`src/rtl/data_mem_lsu_pkg.sv`:
```
// Shared definitions for the data-memory load-store unit.
// Holds the FSM state encoding, the funct3 width codes, the response-timeout
// counter width and small width-decode helpers used by data_mem_lsu and
// data_mem_lsu_align.
package data_mem_lsu_pkg;

   typedef enum logic [2:0] {
      StIdle  = 3'd0,
      StReq   = 3'd1,
      StWait  = 3'd2,
      StReq2  = 3'd3,
      StWait2 = 3'd4,
      StDone  = 3'd5
   } lsu_state_e;

   // funct3 access width codes
   localparam logic [2:0] WidthB  = 3'b000;
   localparam logic [2:0] WidthH  = 3'b001;
   localparam logic [2:0] WidthW  = 3'b010;
   localparam logic [2:0] WidthD  = 3'b011;
   localparam logic [2:0] WidthBu = 3'b100;
   localparam logic [2:0] WidthHu = 3'b101;
   localparam logic [2:0] WidthWu = 3'b110;

   localparam int unsigned CntWidth = 8;

   // Number of bytes touched by an access; the low two funct3 bits encode the size.
   function automatic logic [3:0] width_bytes(input logic [2:0] width);
      logic [3:0] bytes;
      unique case (width[1:0])
         2'b00:   bytes = 4'd1;
         2'b01:   bytes = 4'd2;
         2'b10:   bytes = 4'd4;
         default: bytes = 4'd8;
      endcase
      return bytes;
   endfunction

   // D and WU only exist on 64-bit cores; 3'b111 is never a valid width.
   function automatic logic width_legal(input logic [2:0] width, input int unsigned xlen);
      logic ok;
      ok = (width != 3'b111);
      if (xlen != 64 && (width == WidthD || width == WidthWu)) begin
         ok = 1'b0;
      end
      return ok;
   endfunction

endpackage

```
`src/rtl/data_mem_lsu_align.sv`:
```
// Combinational byte-lane steering for the load-store unit.
// Ports:
//   offset     byte offset of the access inside a bus beat
//   width      funct3 width code
//   store_data LSB-justified store data
//   rdata_lo   read data of the first (low-address) beat
//   rdata_hi   read data of the second beat of a split access
//   legal      width code is supported at this XLEN
//   crosses    access runs past the end of the beat
//   wdata_lo/wdata_hi, strobe_lo/strobe_hi  lane-shifted store data and byte enables per beat
//   load_data  merged, aligned and sign/zero-extended load result
module data_mem_lsu_align
   import data_mem_lsu_pkg::*;
#(
   parameter int unsigned XLEN = 32,
   localparam int unsigned NB = XLEN / 8,
   localparam int unsigned OW = $clog2(NB)
) (
   input  logic [OW-1:0]   offset,
   input  logic [2:0]      width,
   input  logic [XLEN-1:0] store_data,
   input  logic [XLEN-1:0] rdata_lo,
   input  logic [XLEN-1:0] rdata_hi,
   output logic            legal,
   output logic            crosses,
   output logic [XLEN-1:0] wdata_lo,
   output logic [XLEN-1:0] wdata_hi,
   output logic [NB-1:0]   strobe_lo,
   output logic [NB-1:0]   strobe_hi,
   output logic [XLEN-1:0] load_data
);

   logic [3:0]        size;
   logic [4:0]        end_byte;
   logic [NB-1:0]     byte_mask;
   logic [XLEN-1:0]   data_mask;
   logic [2*XLEN-1:0] store_wide;
   logic [2*NB-1:0]   strobe_wide;
   logic [XLEN-1:0]   field;
   logic              sign;
   logic              fill;

   assign size     = width_bytes(width);
   assign legal    = width_legal(width, XLEN);
   assign end_byte = 5'(offset) + 5'(size);
   assign crosses  = end_byte > 5'(NB);

   always_comb begin
      byte_mask = '0;
      data_mask = '0;
      for (int i = 0; i < int'(NB); i++) begin
         byte_mask[i]       = (i < int'(size));
         data_mask[i*8 +: 8] = {8{byte_mask[i]}};
      end
   end

   // Shifting into a double-width vector yields both beats of a split access at once:
   // the low half is the first beat, the spill-over is the second.
   assign store_wide  = {{XLEN{1'b0}}, store_data & data_mask} << {offset, 3'b000};
   assign strobe_wide = {{NB{1'b0}}, byte_mask} << offset;
   assign wdata_lo    = store_wide[XLEN-1:0];
   assign wdata_hi    = store_wide[2*XLEN-1:XLEN];
   assign strobe_lo   = strobe_wide[NB-1:0];
   assign strobe_hi   = strobe_wide[2*NB-1:NB];

   assign field = XLEN'({rdata_hi, rdata_lo} >> {offset, 3'b000});

   always_comb begin
      unique case (width[1:0])
         2'b00:   sign = field[7];
         2'b01:   sign = field[15];
         2'b10:   sign = field[31];
         default: sign = field[XLEN-1];
      endcase
   end

   // funct3[2] marks the unsigned variants
   assign fill = sign & ~width[2];

   always_comb begin
      load_data = '0;
      for (int i = 0; i < int'(NB); i++) begin
         load_data[i*8 +: 8] = (i < int'(size)) ? field[i*8 +: 8] : {8{fill}};
      end
   end

endmodule

```
`src/rtl/data_mem_lsu.sv`:
```
// Load-store unit between the core data port and a valid/ready memory bus.
// Stalls the core while one bus transaction (or two, for a split access) runs,
// then presents the extended load data and a fault flag for one DONE cycle.
// Optional feature macro: MISALIGNED_SPLIT_EN -- when defined, an access that
// crosses a bus-beat boundary is issued as two beats; when undefined it faults
// without bus traffic.
// Ports:
//   clock, reset (async, active-low)
//   core_address, core_write_data, core_width, core_read_enable, core_write_enable
//   core_data_fetched, core_stall, core_fault
//   bus_req_valid/ready, bus_req_write, bus_req_address, bus_req_wdata, bus_req_strobe
//   bus_resp_valid, bus_resp_rdata, bus_resp_error
module data_mem_lsu
   import data_mem_lsu_pkg::*;
#(
   parameter int unsigned XLEN           = 32,
   parameter int unsigned ADDR_WIDTH     = 32,
   parameter int unsigned TIMEOUT_CYCLES = 255,
   localparam int unsigned NB = XLEN / 8
) (
   input  logic                  clock,
   input  logic                  reset,
   input  logic [ADDR_WIDTH-1:0] core_address,
   input  logic [XLEN-1:0]       core_write_data,
   input  logic [2:0]            core_width,
   input  logic                  core_read_enable,
   input  logic                  core_write_enable,
   output logic [XLEN-1:0]       core_data_fetched,
   output logic                  core_stall,
   output logic                  core_fault,
   output logic                  bus_req_valid,
   input  logic                  bus_req_ready,
   output logic                  bus_req_write,
   output logic [ADDR_WIDTH-1:0] bus_req_address,
   output logic [XLEN-1:0]       bus_req_wdata,
   output logic [NB-1:0]         bus_req_strobe,
   input  logic                  bus_resp_valid,
   input  logic [XLEN-1:0]       bus_resp_rdata,
   input  logic                  bus_resp_error
);

   localparam int unsigned OW = $clog2(NB);
   localparam int unsigned AH = ADDR_WIDTH - OW;
   localparam logic [CntWidth-1:0] TimeoutLast = CntWidth'(TIMEOUT_CYCLES - 1);

   lsu_state_e            state_q, state_d;
   logic [ADDR_WIDTH-1:0] addr_q, addr_d;
   logic [2:0]            width_q, width_d;
   logic [XLEN-1:0]       sdata_q, sdata_d;
   logic                  write_q, write_d;
   logic                  fault_q, fault_d;
   logic [XLEN-1:0]       rdata0_q, rdata0_d;
   logic [XLEN-1:0]       rdata1_q, rdata1_d;
   logic [CntWidth-1:0]   count_q, count_d;
`ifdef MISALIGNED_SPLIT_EN
   logic                  split_q, split_d;
`endif

   logic                  access;
   logic                  reject;
   logic [OW-1:0]         align_offset;
   logic [2:0]            align_width;
   logic                  legal;
   logic                  crosses;
   logic [XLEN-1:0]       wdata_lo, wdata_hi;
   logic [NB-1:0]         strobe_lo, strobe_hi;
   logic [XLEN-1:0]       load_data;
   logic                  in_req;
   logic                  hi_beat;
   logic [AH-1:0]         beat_base;

   assign access = core_read_enable | core_write_enable;

   // In IDLE the legality/crossing decision is made on the live core inputs;
   // afterwards the latched access drives the lane steering.
   assign align_offset = (state_q == StIdle) ? core_address[OW-1:0] : addr_q[OW-1:0];
   assign align_width  = (state_q == StIdle) ? core_width : width_q;

   data_mem_lsu_align #(
      .XLEN(XLEN)
   ) u_align (
      .offset    (align_offset),
      .width     (align_width),
      .store_data(sdata_q),
      .rdata_lo  (rdata0_q),
      .rdata_hi  (rdata1_q),
      .legal     (legal),
      .crosses   (crosses),
      .wdata_lo  (wdata_lo),
      .wdata_hi  (wdata_hi),
      .strobe_lo (strobe_lo),
      .strobe_hi (strobe_hi),
      .load_data (load_data)
   );

   always_comb begin
      state_d  = state_q;
      addr_d   = addr_q;
      width_d  = width_q;
      sdata_d  = sdata_q;
      write_d  = write_q;
      fault_d  = fault_q;
      rdata0_d = rdata0_q;
      rdata1_d = rdata1_q;
      count_d  = count_q;
`ifdef MISALIGNED_SPLIT_EN
      split_d  = split_q;
      reject   = ~legal;
`else
      reject   = ~legal | crosses;
`endif

      unique case (state_q)
         StIdle: begin
            if (access) begin
               addr_d   = core_address;
               width_d  = core_width;
               sdata_d  = core_write_data;
               write_d  = core_write_enable;
               rdata0_d = '0;
               rdata1_d = '0;
`ifdef MISALIGNED_SPLIT_EN
               split_d  = crosses;
`endif
               fault_d  = reject;
               state_d  = reject ? StDone : StReq;
            end
         end
         StReq: begin
            if (bus_req_ready) begin
               count_d = '0;
               state_d = StWait;
            end
         end
         StWait: begin
            if (bus_resp_valid) begin
               rdata0_d = bus_resp_rdata;
               if (bus_resp_error) begin
                  fault_d = 1'b1;
                  state_d = StDone;
               end else begin
`ifdef MISALIGNED_SPLIT_EN
                  state_d = split_q ? StReq2 : StDone;
`else
                  state_d = StDone;
`endif
               end
            end else if (count_q == TimeoutLast) begin
               fault_d = 1'b1;
               state_d = StDone;
            end else begin
               count_d = count_q + 1'b1;
            end
         end
`ifdef MISALIGNED_SPLIT_EN
         StReq2: begin
            if (bus_req_ready) begin
               count_d = '0;
               state_d = StWait2;
            end
         end
         StWait2: begin
            if (bus_resp_valid) begin
               rdata1_d = bus_resp_rdata;
               fault_d  = bus_resp_error;
               state_d  = StDone;
            end else if (count_q == TimeoutLast) begin
               fault_d = 1'b1;
               state_d = StDone;
            end else begin
               count_d = count_q + 1'b1;
            end
         end
`endif
         StDone: begin
            state_d = StIdle;
         end
         default: begin
            state_d = StIdle;
         end
      endcase
   end

   always_ff @(posedge clock or negedge reset) begin
      if (!reset) begin
         state_q  <= StIdle;
         addr_q   <= '0;
         width_q  <= '0;
         sdata_q  <= '0;
         write_q  <= 1'b0;
         fault_q  <= 1'b0;
         rdata0_q <= '0;
         rdata1_q <= '0;
         count_q  <= '0;
      end else begin
         state_q  <= state_d;
         addr_q   <= addr_d;
         width_q  <= width_d;
         sdata_q  <= sdata_d;
         write_q  <= write_d;
         fault_q  <= fault_d;
         rdata0_q <= rdata0_d;
         rdata1_q <= rdata1_d;
         count_q  <= count_d;
      end
   end

`ifdef MISALIGNED_SPLIT_EN
   always_ff @(posedge clock or negedge reset) begin
      if (!reset) begin
         split_q <= 1'b0;
      end else begin
         split_q <= split_d;
      end
   end
`endif

   // Bus fields are gated by the request states so they read zero at and after reset,
   // and valid drops as soon as the asynchronous reset forces IDLE.
   assign in_req    = (state_q == StReq) || (state_q == StReq2);
   assign hi_beat   = (state_q == StReq2);
   assign beat_base = addr_q[ADDR_WIDTH-1:OW] + AH'(hi_beat);

   assign bus_req_valid   = in_req;
   assign bus_req_write   = in_req & write_q;
   assign bus_req_address = in_req ? {beat_base, {OW{1'b0}}} : '0;
   assign bus_req_wdata   = (in_req & write_q) ? (hi_beat ? wdata_hi : wdata_lo) : '0;
   assign bus_req_strobe  = in_req ? (hi_beat ? strobe_hi : strobe_lo) : '0;

   assign core_stall        = access & (state_q != StDone);
   assign core_fault        = (state_q == StDone) & fault_q;
   assign core_data_fetched = ((state_q == StDone) && !write_q && !fault_q) ? load_data : '0;

endmodule

```
`config.mk`:
```
export PLATFORM = sky130hd
export DESIGN_NAME = data_mem_lsu
export DESIGN_NICKNAME = d
export VERILOG_FILES = /design/src/rtl/data_mem_lsu_pkg.sv /design/src/rtl/data_mem_lsu_align.sv /design/src/rtl/data_mem_lsu.sv
export SDC_FILE = /design/constraint.sdc
export NUM_CORES = 1
export LEC_CHECK = 0
export ABC_AREA = 1
export CAP_MARGIN = 10
export CORE_MARGIN = 10
export CORE_UTILIZATION = 45
export CTS_CLUSTER_SIZE = 12
export DETAILED_ROUTE_END_ITERATION = 10
export MAX_ROUTING_LAYER = met4
export PLACE_DENSITY = 0.78
export SETUP_SLACK_MARGIN = 0.1
export SLEW_MARGIN = 20
export SYNTH_ARGS = -nofsm -noshare
export SYNTH_HDL_FRONTEND = slang
export SYNTH_SLANG_ARGS = --single-unit
export TNS_END_PERCENT = 1
```
`constraint.sdc`:
```
create_clock -name clock -period 3.07 [get_ports clock]
set_input_delay 0.614 -clock clock [delete_from_list [all_inputs] [get_ports clock]]
set_output_delay 0.614 -clock clock [all_outputs]
set_load 0.02 [all_outputs]
```
After elaboration in Yosys (flattened, before gate mapping)
Index checks and enable logic that the tools add are counted.
{"block": "word_totals", "register_bits": 112, "latch_bits": 0, "mem_bits_rw": 0, "rom_bits": 0, "input_bits": 106, "out_inout_bits": 104, "elab_cells": 94, "mem_count": 0}
{"block": "classes", "add_sub_neg": 3, "multipliers": 0, "div": 0, "order_cmp": 5, "eq_ne": 18, "shifts": 3, "muxes": 33, "bitwise": 9, "n_reduce_logical": 15}
{"cell": "32-bit 2-to-1 mux", "count": 6}
{"cell": "32-bit one-hot mux with 2 select lines", "count": 1}
{"cell": "32-bit by 5-bit << shifter with 64-bit output", "count": 1}
{"cell": "8-bit 2-to-1 mux", "count": 7}
{"cell": "32-bit bitwise AND", "count": 1}
{"cell": "32-bit by 5-bit >> shifter with 32-bit output", "count": 1}
{"cell": "30-bit by 1-bit adder with 30-bit output", "count": 1}
{"cell": "3-bit 2-to-1 mux", "count": 6}
{"cell": "8-bit one-hot mux with 2 select lines", "count": 1}
{"cell": "3-bit inequality test (second input constant)", "count": 4}
{"cell": "4-bit one-hot mux with 3 select lines", "count": 1}
{"cell": "2-bit inequality test (second input constant)", "count": 5}
{"cell": "3-bit by 2-bit == test with 1-bit output (second input constant)", "count": 3}
{"cell": "3-bit one-hot mux with 3 select lines", "count": 1}
{"cell": "8-bit by 1-bit adder with 8-bit output (second input constant)", "count": 1}
{"cell": "8-bit == test (second input constant)", "count": 1}
{"cell": "1-bit by 4-bit less-than comparator with 1-bit output (first input constant)", "count": 2}
{"cell": "2-bit by 4-bit less-than comparator with 1-bit output (first input constant)", "count": 2}
{"cell": "4-bit 2-to-1 mux", "count": 2}
{"cell": "4-bit AND reduction", "count": 2}
{"cell": "4-bit by 2-bit << shifter with 8-bit output", "count": 1}
{"cell": "3-bit == test (second input constant)", "count": 2}
{"cell": "3-bit AND reduction", "count": 2}
{"cell": "2-bit by 4-bit adder with 5-bit output", "count": 1}
{"cell": "other kinds (17)", "count": 31}

Depth between registers and ports, before layout
Gate-level depths: netlist (run 1).
{"block": "logic_depth", "word_depth": 10, "depth_mapped": 17, "mapped_depth_nobuf": 15}

By module
From an unflattened synthesis (run 1), not the netlist that was laid out.
{"block": "unflattened", "cells_unflattened": 1375, "area_unflattened_um2": 8565.7}
{"mod": "data_mem_lsu", "instances": 1, "cells_each": 963, "area_per_inst_um2": 6473.7}
{"mod": "data_mem_lsu_align", "instances": 1, "cells_each": 412, "area_per_inst_um2": 2092.0}

Least setup slack after synthesis (run 1)
Ideal clock, no wire load.
{"block": "synth_timing", "kind": "register -> output", "from": "reg state_q[2]", "to": "out bus_req_address[20]", "t_arrival_ns": 2.910, "t_required_ns": 2.456, "slack_ns": -0.454, "stages_incl_launch_ff": 16, "path_cell_list": "dfrtp_1 > nor2_4 > inv_2 > buf_2 > nor2_1 > clkbuf_1 > ha_1 > ha_1 > nand2_1 > inv_1 > nand4_1 > nor2_1 > nand2_1 > nor2_1 > nor2_1 > nor3b_1"}
{"block": "synth_between", "elab_chain_cells": 3, "word_cells_on_any_way": 5, "cone_classes": "add/sub: 1; eq/ne: 2; mux: 1; reduce/logical: 1"}
{"element": "start, declared", "line": "data_mem_lsu.sv:46", "text": "lsu_state_e state_q, state_d;"}
{"element": "start signal, assigned", "line": "data_mem_lsu.sv:186", "text": "state_q <= StIdle;"}
{"element": "start signal, assigned", "line": "data_mem_lsu.sv:196", "text": "state_q <= state_d;"}
{"element": "3-bit by 2-bit == test with 1-bit output or 3-bit by 1-bit == test with 1-bit output (tied branches)", "line": "data_mem_lsu.sv:220, data_mem_lsu.sv:221"}
{"element": "30-bit by 1-bit adder with 30-bit output or 1-bit logical OR (tied branches)", "line": "data_mem_lsu.sv:222, data_mem_lsu.sv:220"}
{"element": "32-bit 2-to-1 mux (*)", "line": "data_mem_lsu.sv:226", "text": "assign bus_req_address = in_req ? {beat_base, {OW{1'b0}}} : '0;"}
{"element": "end, declared", "line": "data_mem_lsu.sv:34", "text": "output logic [ADDR_WIDTH-1:0] bus_req_address,"}
Every way passes the cells marked *; elsewhere a longest branch is shown, timed or not.

Worst setup path after layout (run 1)
{"block": "layout_timing", "from": "reg state_q[0]", "to": "out bus_req_address[24]"}
Same word-level chain as after synthesis.

==> Implementation_results.wiki, run 1 <==
{| class="wikitable"
! Metric !! Value
|-
| Reported leakage power || 5.10 nW
|-
| Total track usage || 24.4%
|-
| Category of the critical setup timing path || reg2out
|-
| Gp weighted congestion || 0.923
|-
| TritonCTS clock tree || yes
|-
| Slack of the critical path || -0.219 ns
|-
| Crit-path max FO || 7
|-
| DR pass1 iterations || 5
|-
| Minimum clock period || 3.29 ns
|-
| Horiz. Die Dim || 151 um
|-
| Overall power after layout || 12.9 mW
|-
| Area of the mapped netlist || 0.00770 mm^2
|-
| Number of clock buffers inserted by TritonCTS || 9
|-
| Number of design-rule violations left by the first detailed-router iteration || 884
|-
| Violations in the final reports || negative setup slack
|-
| Count of input and output buffers || 207
|-
| Cells after Synth || 1,108
|-
| Wire length per cell || 17.7 um
|-
| Share of flip-flops with an asynchronous set or reset after synthesis || 100%
|-
| Via count of the first global-routing pass || 8,274
|-
| Total power density per cell area || 1170 mW/mm^2
|-
| Initial core utilization || 46.1%
|-
| Pin count of the biggest net entering global routing || 98
|-
| Total internal power || 6.19 mW
|-
| H-tree Lvls || 3
|-
| Clock transition at the registers of the reported paths || 0.08 ns
|-
| Part of the total power dissipated in sequential elements || 20.2%
|-
| Outcome || finished with violations
|-
| Share of synthesized area occupied by flip-flops and latches || 36.4%
|-
| Final count of hold timing violations || 0
|-
| Clock Tree Buf Depth || 2
|-
| Max Clk Rate || 304 MHz
|-
| First-pass GRT wire length || 43.4 mm
|-
| Max Clock Skew || 0.0184 ns
|-
| Leading cell types by total area after synthesis || dfrtp_1, nand2_1, a21oi_1
|-
| TritonCTS sink count || 112
|-
| Die footprint || 0.0227 mm^2
|-
| Startpoint type of the worst setup path || register
|-
| Comb power frac || 70.7%
|-
| Share of cells above drive strength 1 || 24.5%
|-
| Initial antenna violation count || 3
|-
| # setup viols final || 56
|-
| Final net count || 1,470
|-
| Arrival time worst endpoint || 2.67 ns
|-
| Relative area change from synthesis to final layout || 43.6%
|-
| Worst reg2reg setup slack || 0.04 ns
|-
| Max Cap Violations || 0
|-
| Row count || 47
|-
| Kind of end point of the critical path || primary output
|-
| Final antenna-violating net count || 0
|-
| Top cell type's share of synthesized area || 36.4%
|-
| Core Region || 0.0167 mm^2
|-
| Setup TNS after final layout || -3.99 ns
|-
| Slew Limit Headroom || 60.4%
|-
| GR Overflow Total || 0
|-
| Portion of total power attributed to the clock network || 9.1%
|-
| Average cell area after synthesis || 6.95 um^2
|-
| Period utilization || 107%
|-
| Switching part of the total || 52.0%
|-
| Buffer type at the clock tree root || clkbuf_16
|-
| Class of the tightest hold or removal check || in2async
|-
| Number of synthesized register bits || 112
|-
| Count of unique library cells instantiated by Yosys || 42
|-
| Overall via count from detail_route || 8,624
|-
| Drc violations || 0
|-
| Detailed placer's ending HPWL || 20.4 mm
|-
| Synth warn || 0
|-
| Floorplan die height || 151 um
|-
| Area leader, netlist || dfrtp_1
|-
| Via density || 5.44
|-
| Max Transition Viols Final || 0
|-
| Dominant register cell in the synthesized netlist || dfrtp_1
|-
| Power dissipated by switching net loads || 6.71 mW
|-
| Number of enable-type register cells in the synthesized netlist || 0
|-
| Clock latency on the worst-skew pair || 0.37 ns
|-
| Transition time of the tightest slew-check pin || 0.594 ns
|-
| I/O pin count || 210
|-
| Total wire length after detailed routing || 28.0 mm
|-
| Max rail drop VDD || 675 uV
|-
| Setup repair after global routing missed its margin || yes
|-
| Data required time of the critical path || 2.46 ns
|}
-- state kept, by name, summed over array words and instances, names as in the netlist --
signal / cells
fault_q: 1
rdata0_q: 32
count_q: 8
sdata_q: 32
width_q: 3
write_q: 1
addr_q: 32
state_q: 3
-- path summary, 6_finish.rpt --
check | from | to | depth (start not counted)
max in group asynchronous | reset | rdata0_q[27]$_DFFE_PN0P_ | 2
min in group clock | addr_q[1]$_DFFE_PN0P_ | addr_q[1]$_DFFE_PN0P_ | 2
setup reg to reg | state_q[0]$_DFFE_PN0P_ | fault_q$_DFFE_PN0P_ | 17
hold / removal | reset | addr_q[21]$_DFFE_PN0P_ | 1
setup / recovery | state_q[0]$_DFFE_PN0P_ | bus_req_address[24] | 16
hold reg to reg | addr_q[1]$_DFFE_PN0P_ | addr_q[1]$_DFFE_PN0P_ | 2
-- power by group through the flow --
stage                     logic (mW)  clock network [mW]  registers (mW)
after floorplan                 5.38                   0            2.46
after global placement          8.27                   0            2.59
after detailed placement        8.37                   0            2.60
after CTS                       8.66                1.19            2.58
after global routing            9.95                1.25            2.68
final                           9.13                1.17            2.61
-- cell families (layout without fill, tap and decap cells) --
family / after synthesis / count (layout) / share of synthesized area [%]
AOI/OAI and AO/OA: 255 / 255 / 17.5
muxes: 32 / 32 / 4.68
other: 1 / 6 / 0.0487
buffers and inverters: 179 / 429 / 10.4
DFF: 112 / 112 / 36.4
adders and majority gates: 6 / 6 / 1.07
xor gates and xnor gates: 12 / 12 / 1.36
and+or+nand+nor: 511 / 514 / 28.6
-- cells in the mapped netlist (2+ instances only) --
master,number
nor2_1,119
xor2_1,9
buf_4,14
nor3_1,26
clkbuf_1,12
ha_1,5
buf_1,6
inv_2,7
nand2_1,234
a21oi_1,119
mux2_2,32
nand2_4,2
xnor2_1,3
a31oi_1,3
nand3_1,100
nor2_4,3
nand3_2,2
buf_6,5
o21ai_1,20
buf_2,29
inv_1,105
dfrtp_1,112
o21ai_4,2
nor4_1,2
nand4_1,9
o211ai_1,8
nor2_2,3
o21ai_2,4
nand2_2,5
o21ai_0,96
-- final cells by class --
type | instances | area [um^2]
Antenna cell | 4 | 10.0
Clock buffer | 9 | 225
Clock inverter | 6 | 53.8
Fill cell | 1459 | 5640
Inverter | 113 | 424
Multi-Input combinational cell | 821 | 4500
Sequential cell | 112 | 2800
Tap cell | 220 | 275
Timing Repair Buffer | 301 | 2760
-- stage by stage --
step           worst slack [ns]  cell area (um^2)  instances  hold slack [ns]  utilization [%]
6_report                 -0.219             11100       1586            0.234             66.2
4_1_cts                  -0.180             10800       1578            0.256             64.9
3_5_place_dp             -0.534             10500       1554            0.488             63.1
5_1_grt                  -0.429             11100       1585            0.268             66.2
3_3_place_gp             -0.469             10500       1554            0.467             63.1
2_1_floorplan            0.0266              7760       1109            0.318                -
-- what timing repair did --
action / 4_1_cts / 5_1_grt
pin swaps: 21 / 18
endpoints found under the hold margin: 0 / 0
hold buffers: 0 / 0
cloned: 3 / 0
resized for setup: 457 / 80
setup buffers: 7 / 4
setup endpoints to repair: 95 / 98
-- metal layers --
metal	share of wire [%]	track usage, %
met5	0	-
met4	1.9	6.16
met3	8.7	6.32
met2	48	37.8
met1	42	31.1
-- layout by cell type (no fill, tap or decap), types with 8 or more instances in the layout --
cell             synthesis  final
a21oi_1                119    104
a21oi_2                  1     15
buf_12                   0     16
buf_2                   29     21
buf_4                   14    129
buf_6                    5     13
clkbuf_16                0      9
clkdlybuf4s50_1          0    110
dfrtp_1                112    112
inv_1                  105    102
inv_2                    7     10
mux2_2                  32     32
nand2_1                234    227
nand3_1                100     97
nand4_1                  9      9
nor2_1                 119    110
nor2_4                   3      8
nor3_1                  26     15
nor3_2                   0     10
o211ai_1                 8      8
o21ai_0                 96     82
o21ai_1                 20     23
o21ai_2                  4     14
xor2_1                   9      8
-- critical path: stages, from the launching register on --
cell     delay (ns)
dfrtp_1        0.36
inv_2          0.06
nor2_4         0.11
inv_2          0.05
nor2_4         0.14
ha_4           0.17
ha_4           0.13
nand2_2        0.05
inv_2          0.06
nand4_1        0.21
nor2_2         0.23
nand2_2        0.11
nor2_4         0.21
nand2_1        0.08
o21ai_1        0.13
nor2_1         0.07
buf_4          0.15
No activity file was read; power rests on OpenSTA's default activity.
==> run 2: changes to the inputs <==
--- a/config.mk
+++ b/config.mk
@@ -8,11 +8,11 @@
 export ABC_AREA = 1
 export CAP_MARGIN = 10
 export CORE_MARGIN = 10
-export CORE_UTILIZATION = 45
+export CORE_UTILIZATION = 50
 export CTS_CLUSTER_SIZE = 12
 export DETAILED_ROUTE_END_ITERATION = 10
 export MAX_ROUTING_LAYER = met4
-export PLACE_DENSITY = 0.78
+export PLACE_DENSITY = 0.83
 export SETUP_SLACK_MARGIN = 0.1
 export SLEW_MARGIN = 20
 export SYNTH_ARGS = -nofsm -noshare
==> constraint.sdc (replaced) <==
create_clock -name clock -period 3.4 [get_ports clock]
set_input_delay 0.68 -clock clock [delete_from_list [all_inputs] [get_ports clock]]
set_output_delay 0.68 -clock clock [all_outputs]
set_load 0.02 [all_outputs]
==> Implementation_results.wiki, run 2 (same netlist as run 1, synthesis figures left out) <==
{| class="wikitable"
! Metric !! Value
|-
| Outcome || completed
|-
| Period utilization || 96.1%
|-
| Via density || 5.50 (+1.1%)
|-
| Share of cells above drive strength 1 || 20.7% (-3.8 points)
|-
| Most common cell after layout, fill and taps aside || nand2_1
|-
| Row count || 45 (-4.3%)
|-
| Area used by sequential logic in the layout || 0.00280 mm^2 (unchanged)
|-
| Max Clock Skew || 0.00856 ns (-0.00989 ns)
|-
| Reported leakage power || 4.97 nW (-2.5%)
|-
| Endpoint of the lowest-slack register-to-register path || fault_q$_DFFE_PN0P_
|-
| Overall via count from detail_route || 8,422 (-2.3%)
|-
| Initial core utilization || 50.9% (+4.7 points)
|-
| # setup viols final || 0 (-100%)
|-
| Finished Core Util || 69.9% (+3.7 points)
|-
| Slew Limit Headroom || 47.3% (-13 points)
|-
| Count of input and output buffers || 207 (unchanged)
|-
| Gp weighted congestion || 0.956 (+3.5%)
|-
| Detailed placer's ending HPWL || 19.8 mm (-2.8%)
|-
| Worst reg2reg path depth || 15 (-2)
|-
| Total placed cells including tap cells || 1,510 (-2.8%)
|-
| I/O pin count || 210 (unchanged)
|-
| Max rail drop VDD || 513 uV (-24%)
|-
| Transition time of the tightest slew-check pin || 0.790 ns (+0.197 ns)
|-
| Kind of end point of the critical path || primary output
|-
| First-pass GRT wire length || 41.9 mm (-3.6%)
|-
| Setup repair after global routing missed its margin || yes
|-
| Total wire length after detailed routing || 26.7 mm (-4.5%)
|-
| Worst reg2reg setup slack || 0.41 ns (+0.37 ns)
|-
| Data required time of the critical path || 2.72 ns (+0.26 ns)
|-
| Max Clk Rate || 306 MHz
|-
| TritonCTS sink count || 112 (unchanged)
|-
| Clock latency on the worst-skew pair || 0.37 ns (about the same)
|-
| Commonest cells after routing, fill and taps aside || nand2_1, a21oi_1, dfrtp_1, clkdlybuf4s50_1, nor2_1
|-
| Relative area change from synthesis to final layout || 37.4%
|-
| Die footprint || 0.0208 mm^2 (-8.7%)
|-
| Final antenna-violating net count || 0 (unchanged)
|-
| Initial antenna violation count || 2 (-1)
|-
| Horiz. Die Dim || 144 um (-4.5%)
|-
| Arrival time worst endpoint || 2.59 ns (-0.08 ns)
|-
| Clock Tree Buf Depth || 2 (unchanged)
|-
| Launch point of the worst reg-to-reg path || state_q[2]$_DFFE_PN0P_
|-
| Total track usage || 25.8% (+1.4 points)
|-
| Max Transition Viols Final || 0 (unchanged)
|-
| Leading registers by flop count || addr_q (32), rdata0_q (32), sdata_q (32)
|-
| Pin count of the biggest net entering global routing || 59 (-40%)
|-
| Buffer type at the clock tree root || clkbuf_16
|-
| TritonCTS clock tree || yes
|-
| Max Cap Violations || 0 (unchanged)
|-
| DR pass1 iterations || 5 (unchanged)
|-
| Multi-input combinational cell area || 0.00432 mm^2 (-4.1%)
|-
| Final count of hold timing violations || 0 (unchanged)
|-
| Core Region || 0.0151 mm^2 (-9.3%)
|-
| Minimum clock period || 3.27 ns
|-
| Clock transition at the registers of the reported paths || 0.08 ns (about the same)
|-
| Crit-path max FO || 7 (unchanged)
|-
| Class of the tightest hold or removal check || in2async
|-
| Total power density per cell area || 1030 mW/mm^2 (-11%)
|-
| Wire length per cell || 17.5 um (-1.1%)
|-
| Hold buffer count at cts || 0 (unchanged)
|-
| Number of design-rule violations left by the first detailed-router iteration || 923 (+4.4%)
|-
| Startpoint type of the worst setup path || register
|-
| H-tree Lvls || 3 (unchanged)
|-
| GR Overflow Total || 0 (unchanged)
|-
| Floorplan die height || 144 um (-4.5%)
|-
| Category of the critical setup timing path || reg2out
|-
| Final net count || 1,450 (-1.4%)
|-
| Number of clock buffers inserted by TritonCTS || 9 (unchanged)
|-
| Drc violations || 0 (unchanged)
|-
| Post-Layout Cell Count || 1,532 (-3.4%)
|-
| Fill count || 1,294 (-11%)
|-
| Via count of the first global-routing pass || 8,049 (-2.7%)
|}
## run 2: repair_timing
| item | 4_1_cts | 5_1_grt |
|---|---|---|
| gates cloned | 0 | 0 |
| setup buffers | 0 | 5 |
| pin swaps | 2 | 16 |
| endpoints found under the setup margin | 93 | 88 |
| gates resized for setup | 235 | 166 |
## run 2: worst max-delay path, stage by stage (launching register included)
cell and delay (ns):
dfrtp_1 0.36, inv_2 0.06, nor2_4 0.11, inv_2 0.05, nor2_2 0.10, buf_6 0.11
ha_4 0.15, ha_4 0.13, nand2_2 0.05, inv_2 0.05, nand4_1 0.11, nor2_2 0.18
nand2_2 0.10, nor2_4 0.21, buf_6 0.12, nand2_2 0.04, nor3b_4 0.15, buf_6 0.14
## run 2: per-layer routing
metal / share of wire (%) / global-route usage, %
met1: 42 / 33.0
met2: 47 / 40.6
met3: 9.2 / 5.84
met4: 1.5 / 6.29
met5: 0 / -
## run 2: metrics by stage
step	setup WS (ns)	setup TNS, ns	hold slack (ns)	total power, mW	area [um^2]
6_report	0.132	0	0.395	10.9	10600
5_1_grt	-0.0262	-0.0726	0.442	11.8	10600
4_1_cts	-0.0452	-0.0452	0.426	10.7	10700
3_5_place_dp	-0.229	-8.46	0.481	9.57	10300
3_3_place_gp	-0.257	-6.42	0.471	9.44	10300
2_1_floorplan	0.129	0	0.384	7.04	7710
## run 2: worst max-delay path by stage
stage	startpoint	endpoint	depth (start not counted)
4_1_cts	state_q[2]$_DFFE_PN0P_	bus_req_address[20]	16
3_5_place_dp	core_address[0]	core_data_fetched[15]	10
3_3_place_gp	core_address[0]	core_data_fetched[15]	10
5_1_grt	state_q[0]$_DFFE_PN0P_	bus_req_address[24]	17
6_report	state_q[0]$_DFFE_PN0P_	bus_req_address[20]	17
2_1_floorplan	state_q[2]$_DFFE_PN0P_	bus_req_address[20]	15
## run 2: final cells by class
cell class | count | share of cell area, %
multi-input combinational | 818 | 40.8
sequential | 112 | 26.5
timing repair buffer | 284 | 23.4
inverter | 113 | 4.04
tap | 188 | 2.22
clock buffer | 10 | 2.16
clock inverter | 5 | 0.816
antenna | 2 | 0.0473
## run 2: report_power, final
part	switching, mW	internal, mW	total [mW]	leakage (nW)
sequential	0.476	1.89	2.37	1.38
clock	0.527	0.651	1.18	0.154
combinational	4.65	2.74	7.39	3.44
total	5.66	5.29	10.9	4.97
==> run 3: changes to the inputs <==
--- a/config.mk
+++ b/config.mk
@@ -6,16 +6,16 @@
 export NUM_CORES = 1
 export LEC_CHECK = 0
 export ABC_AREA = 1
-export CAP_MARGIN = 10
 export CORE_MARGIN = 10
 export CORE_UTILIZATION = 50
 export CTS_CLUSTER_SIZE = 12
 export DETAILED_ROUTE_END_ITERATION = 10
 export MAX_ROUTING_LAYER = met4
-export PLACE_DENSITY = 0.83
+export PLACE_DENSITY = 0.81
 export SETUP_SLACK_MARGIN = 0.1
 export SLEW_MARGIN = 20
 export SYNTH_ARGS = -nofsm -noshare
 export SYNTH_HDL_FRONTEND = slang
+export SYNTH_HIERARCHICAL = 1
 export SYNTH_SLANG_ARGS = --single-unit
 export TNS_END_PERCENT = 1
==> Implementation_results.wiki, run 3 <==
{| class="wikitable"
! Metric !! Value
|-
| Setup repair after global routing missed its margin || yes
|-
| Uppermost layer routed || met4
|-
| Class of the tightest hold or removal check || in2async
|-
| Top delay family on crit path || simple AND/OR/NAND/NOR gates
|-
| Gp weighted congestion || 1.04 (+8.5%)
|-
| Outcome || completed
|-
| Total power density per cell area || 1070 mW/mm^2 (+3.1%)
|-
| Crit-path max FO || 8 (+1)
|-
| Master of the slowest instance on the critical path || dfrtp_1
|-
| Max rail drop VDD || 558 uV (+8.8%)
|-
| Area leader, netlist || dfrtp_1
|-
| Drc violations || 0 (unchanged)
|-
| Via density || 5.43 (-1.2%)
|-
| Count of input and output buffers || 207 (unchanged)
|-
| Detailed-route wire length on metal 1 || 13.8 mm (+23%)
|-
| I/O pin count || 210 (unchanged)
|-
| Final antenna-violating net count || 0 (unchanged)
|-
| Total wire length after detailed routing || 33.1 mm (+24%)
|-
| Cell with the most instances after synthesis || nand2_1
|-
| DR pass1 iterations || 7 (+2)
|-
| Period utilization || 99.1% (+3.0 points)
|-
| Clock latency on the worst-skew pair || 0.36 ns (about the same)
|-
| Arrival time worst endpoint || 2.69 ns (+0.10 ns)
|-
| Via count of the first global-routing pass || 9,110 (+13%)
|-
| Finished Core Util || 71.7% (+1.8 points)
|-
| Dominant register cell in the synthesized netlist || dfrtp_1
|-
| Average cell area after synthesis || 6.23 um^2 (-10%)
|-
| Cells after Synth || 1,375 (+24%)
|-
| Share of flip-flops with an asynchronous set or reset after synthesis || 100% (unchanged)
|-
| Final net count || 1,758 (+21%)
|-
| Worst hold-check slack || 0.350 ns (-0.0451 ns)
|-
| Row count || 47 (+4.4%)
|-
| Total track usage || 28.2% (+2.4 points)
|-
| Worst reg2reg path depth || 21 (+6)
|-
| Reported leakage power || 6.11 nW (+23%)
|-
| Buffer type at the clock tree root || clkbuf_16
|-
| Top cell type's share of synthesized area || 32.7% (-3.7 points)
|-
| Minimum clock period || 3.37 ns (+0.102 ns)
|-
| Horiz. Die Dim || 151 um (+4.7%)
|-
| Ordered cell list for the critical path || inv_2, nand2_4, nor2_4, inv_4, buf_8, nand2_4, o21ai_4, buf_12, buf_12, nand2_1, nand3_2, nand2_2, nand2_2, nand3_4, nand3_4, nand2_1, inv_1, nor2_2, buf_6
|-
| # setup viols final || 0 (unchanged)
|-
| Die footprint || 0.0228 mm^2 (+9.6%)
|-
| Count of unique library cells instantiated by Yosys || 46 (+9.5%)
|-
| TritonCTS sink count || 112 (unchanged)
|-
| Initial core utilization || 51.3% (+0.43 points)
|-
| Kind of end point of the critical path || primary output
|-
| Slew Limit Headroom || 56.6% (+9.3 points)
|-
| Max Clock Skew || 0.00513 ns (-0.00343 ns)
|-
| Most common cell after layout, fill and taps aside || nand2_1
|-
| Launch point of the worst reg-to-reg path || state_q[0]$_DFFE_PN0P_
|-
| Pin count of the biggest net entering global routing || 71 (+20%)
|-
| Area of the mapped netlist || 0.00857 mm^2 (+11%)
|-
| Overall power after layout || 12.8 mW (+17%)
|-
| Wire length per cell || 17.7 um (+1.3%)
|-
| Buffering stage count on the worst path with inverters included || 7 (+1)
|-
| Category of the critical setup timing path || reg2out
|-
| Endpoint of the lowest-slack register-to-register path || fault_q$_DFFE_PN0P_
|-
| Max Clk Rate || 297 MHz (-3.0%)
|-
| TritonCTS clock tree || yes
|-
| Startpoint type of the worst setup path || register
|-
| Initial antenna violation count || 0 (-2)
|-
| Synth warn || 6 (+6)
|-
| GR Overflow Total || 0 (unchanged)
|-
| Share of cells above drive strength 1 || 17.2% (-3.5 points)
|-
| Routed met3 length || 2.95 mm (+20%)
|-
| Data required time of the critical path || 2.72 ns (about the same)
|-
| Overall via count from detail_route || 10,153 (+21%)
|-
| Leading registers by flop count || addr_q (32), rdata0_q (32), sdata_q (32)
|-
| Commonest cells after routing, fill and taps aside || nand2_1, nor2_1, nand3_1
|-
| Transition time of the tightest slew-check pin || 0.650 ns (-0.140 ns)
|-
| Critical Path Max Stage Delay || 0.40 ns (+0.04 ns)
|-
| Clock Tree Buf Depth || 2 (unchanged)
|-
| Floorplan die height || 151 um (+4.7%)
|-
| Number of enable-type register cells in the synthesized netlist || 0 (unchanged)
|-
| Core Region || 0.0167 mm^2 (+10%)
|-
| Max Cap Violations || 0 (unchanged)
|-
| First-pass GRT wire length || 49.8 mm (+19%)
|-
| Worst reg2reg setup slack || 0.19 ns (-0.22 ns)
|-
| Clock transition at the registers of the reported paths || 0.08 ns (about the same)
|-
| Met2 routed wirelength || 15.5 mm (+23%)
|-
| Number of synthesized register bits || 112 (unchanged)
|-
| Final count of hold timing violations || 0 (unchanged)
|-
| Antenna diodes || 0 (-2)
|-
| Most frequent cells after synthesis || nand2_1, nor2_1, nand3_1, inv_1, dfrtp_1
|-
| Number of design-rule violations left by the first detailed-router iteration || 997 (+8.0%)
|-
| Share of synthesized area occupied by flip-flops and latches || 32.7% (-3.7 points)
|-
| H-tree Lvls || 3 (unchanged)
|-
| Hold buffer count at cts || 0 (unchanged)
|-
| Leading cell types by total area after synthesis || dfrtp_1, nand2_1, nor2_1
|-
| Detailed placer's ending HPWL || 24.1 mm (+22%)
|-
| Relative area change from synthesis to final layout || 39.8%
|-
| Number of clock buffers inserted by TritonCTS || 9 (unchanged)
|-
| Max Transition Viols Final || 0 (unchanged)
|}
## run 3: changes by cell type in the layout (fill, tap and decap cells not counted), sizes merged, moves of 30 or more
| cell | before | now |
|---|---|---|
| a21oi | 120 | 31 |
| buf | 126 | 156 |
| conb | 2 | 49 |
| mux2 | 32 | 0 |
| nand2 | 241 | 412 |
| nand3 | 103 | 146 |
| nor2 | 125 | 267 |
| o21ai | 122 | 63 |
## run 3: where the power goes
part           total (mW)  internal, mW  switching [mW]  leakage [nW]
registers            2.50          1.91           0.590          1.42
logic                9.12          3.57            5.55          4.54
clock network        1.13         0.591           0.542         0.152
total                12.8          6.08            6.68          6.11
## run 3: how the worst max path moves through the flow
stage	slack [ns]	start	end	cells past startpoint
final	0.03	state_q[0]$_DFFE_PN0P_	core_data_fetched[30]	19
after global routing	-0.09	state_q[2]$_DFFE_PN0P_	core_data_fetched[22]	19
after CTS	0.008	state_q[0]$_DFFE_PN0P_	bus_req_wdata[23]	14
after detailed placement	-0.51	core_width[0]	core_data_fetched[31]	14
after global placement	-0.52	core_width[0]	bus_req_wdata[30]	13
after floorplan	0.19	state_q[2]$_DFFE_PN0P_	bus_req_wdata[1]	14
## run 3: area by class of cell
class	instances	area, um^2
multi-input combinational	1096	5270
tap	220	275
fill	1465	4720
inverter	127	513
timing repair buffer	299	2810
clock inverter	7	88.8
sequential	112	2800
clock buffer	9	225
## run 3: metal layers
| layer | global-route usage [%] | vias to the layer above |
|---|---|---|
| met1 | 37.2 | 4653 |
| met2 | 44.6 | 567 |
| li1 | - | 4870 |
| met3 | 3.85 | 63 |
| met4 | 7.31 | 0 |
| met5 | - | - |
## run 3: what timing repair did
item / 4_1_cts / 5_1_grt
endpoints found under the setup margin: 88 / 85
pin swaps: 14 / 35
resized for setup: 359 / 111
setup buffers: 1 / 4
gates cloned: 3 / 2
## run 3: kinds of logic after synthesis
kind of cell | count (synthesis) | synth area share [%]
buf+inv | 215 | 11.5
other cells | 2 | 0.0877
flops | 112 | 32.7
compound gates | 166 | 11.5
simple gates | 867 | 42.4
mux | 1 | 0.117
fa+ha+maj | 7 | 1.11
xor+xnor | 5 | 0.511
## run 3: through the flow
step           TNS [ns]  area [um^2]  instances  setup slack [ns]
6_report              0        12000       1870            0.0304
3_5_place_dp     -25.87        11400       1844            -0.507
4_1_cts               0        11800       1864           0.00779
3_3_place_gp     -25.79        11400       1844            -0.525
2_1_floorplan         0         8740       1422             0.190
5_1_grt           -2.10        12000       1870           -0.0924
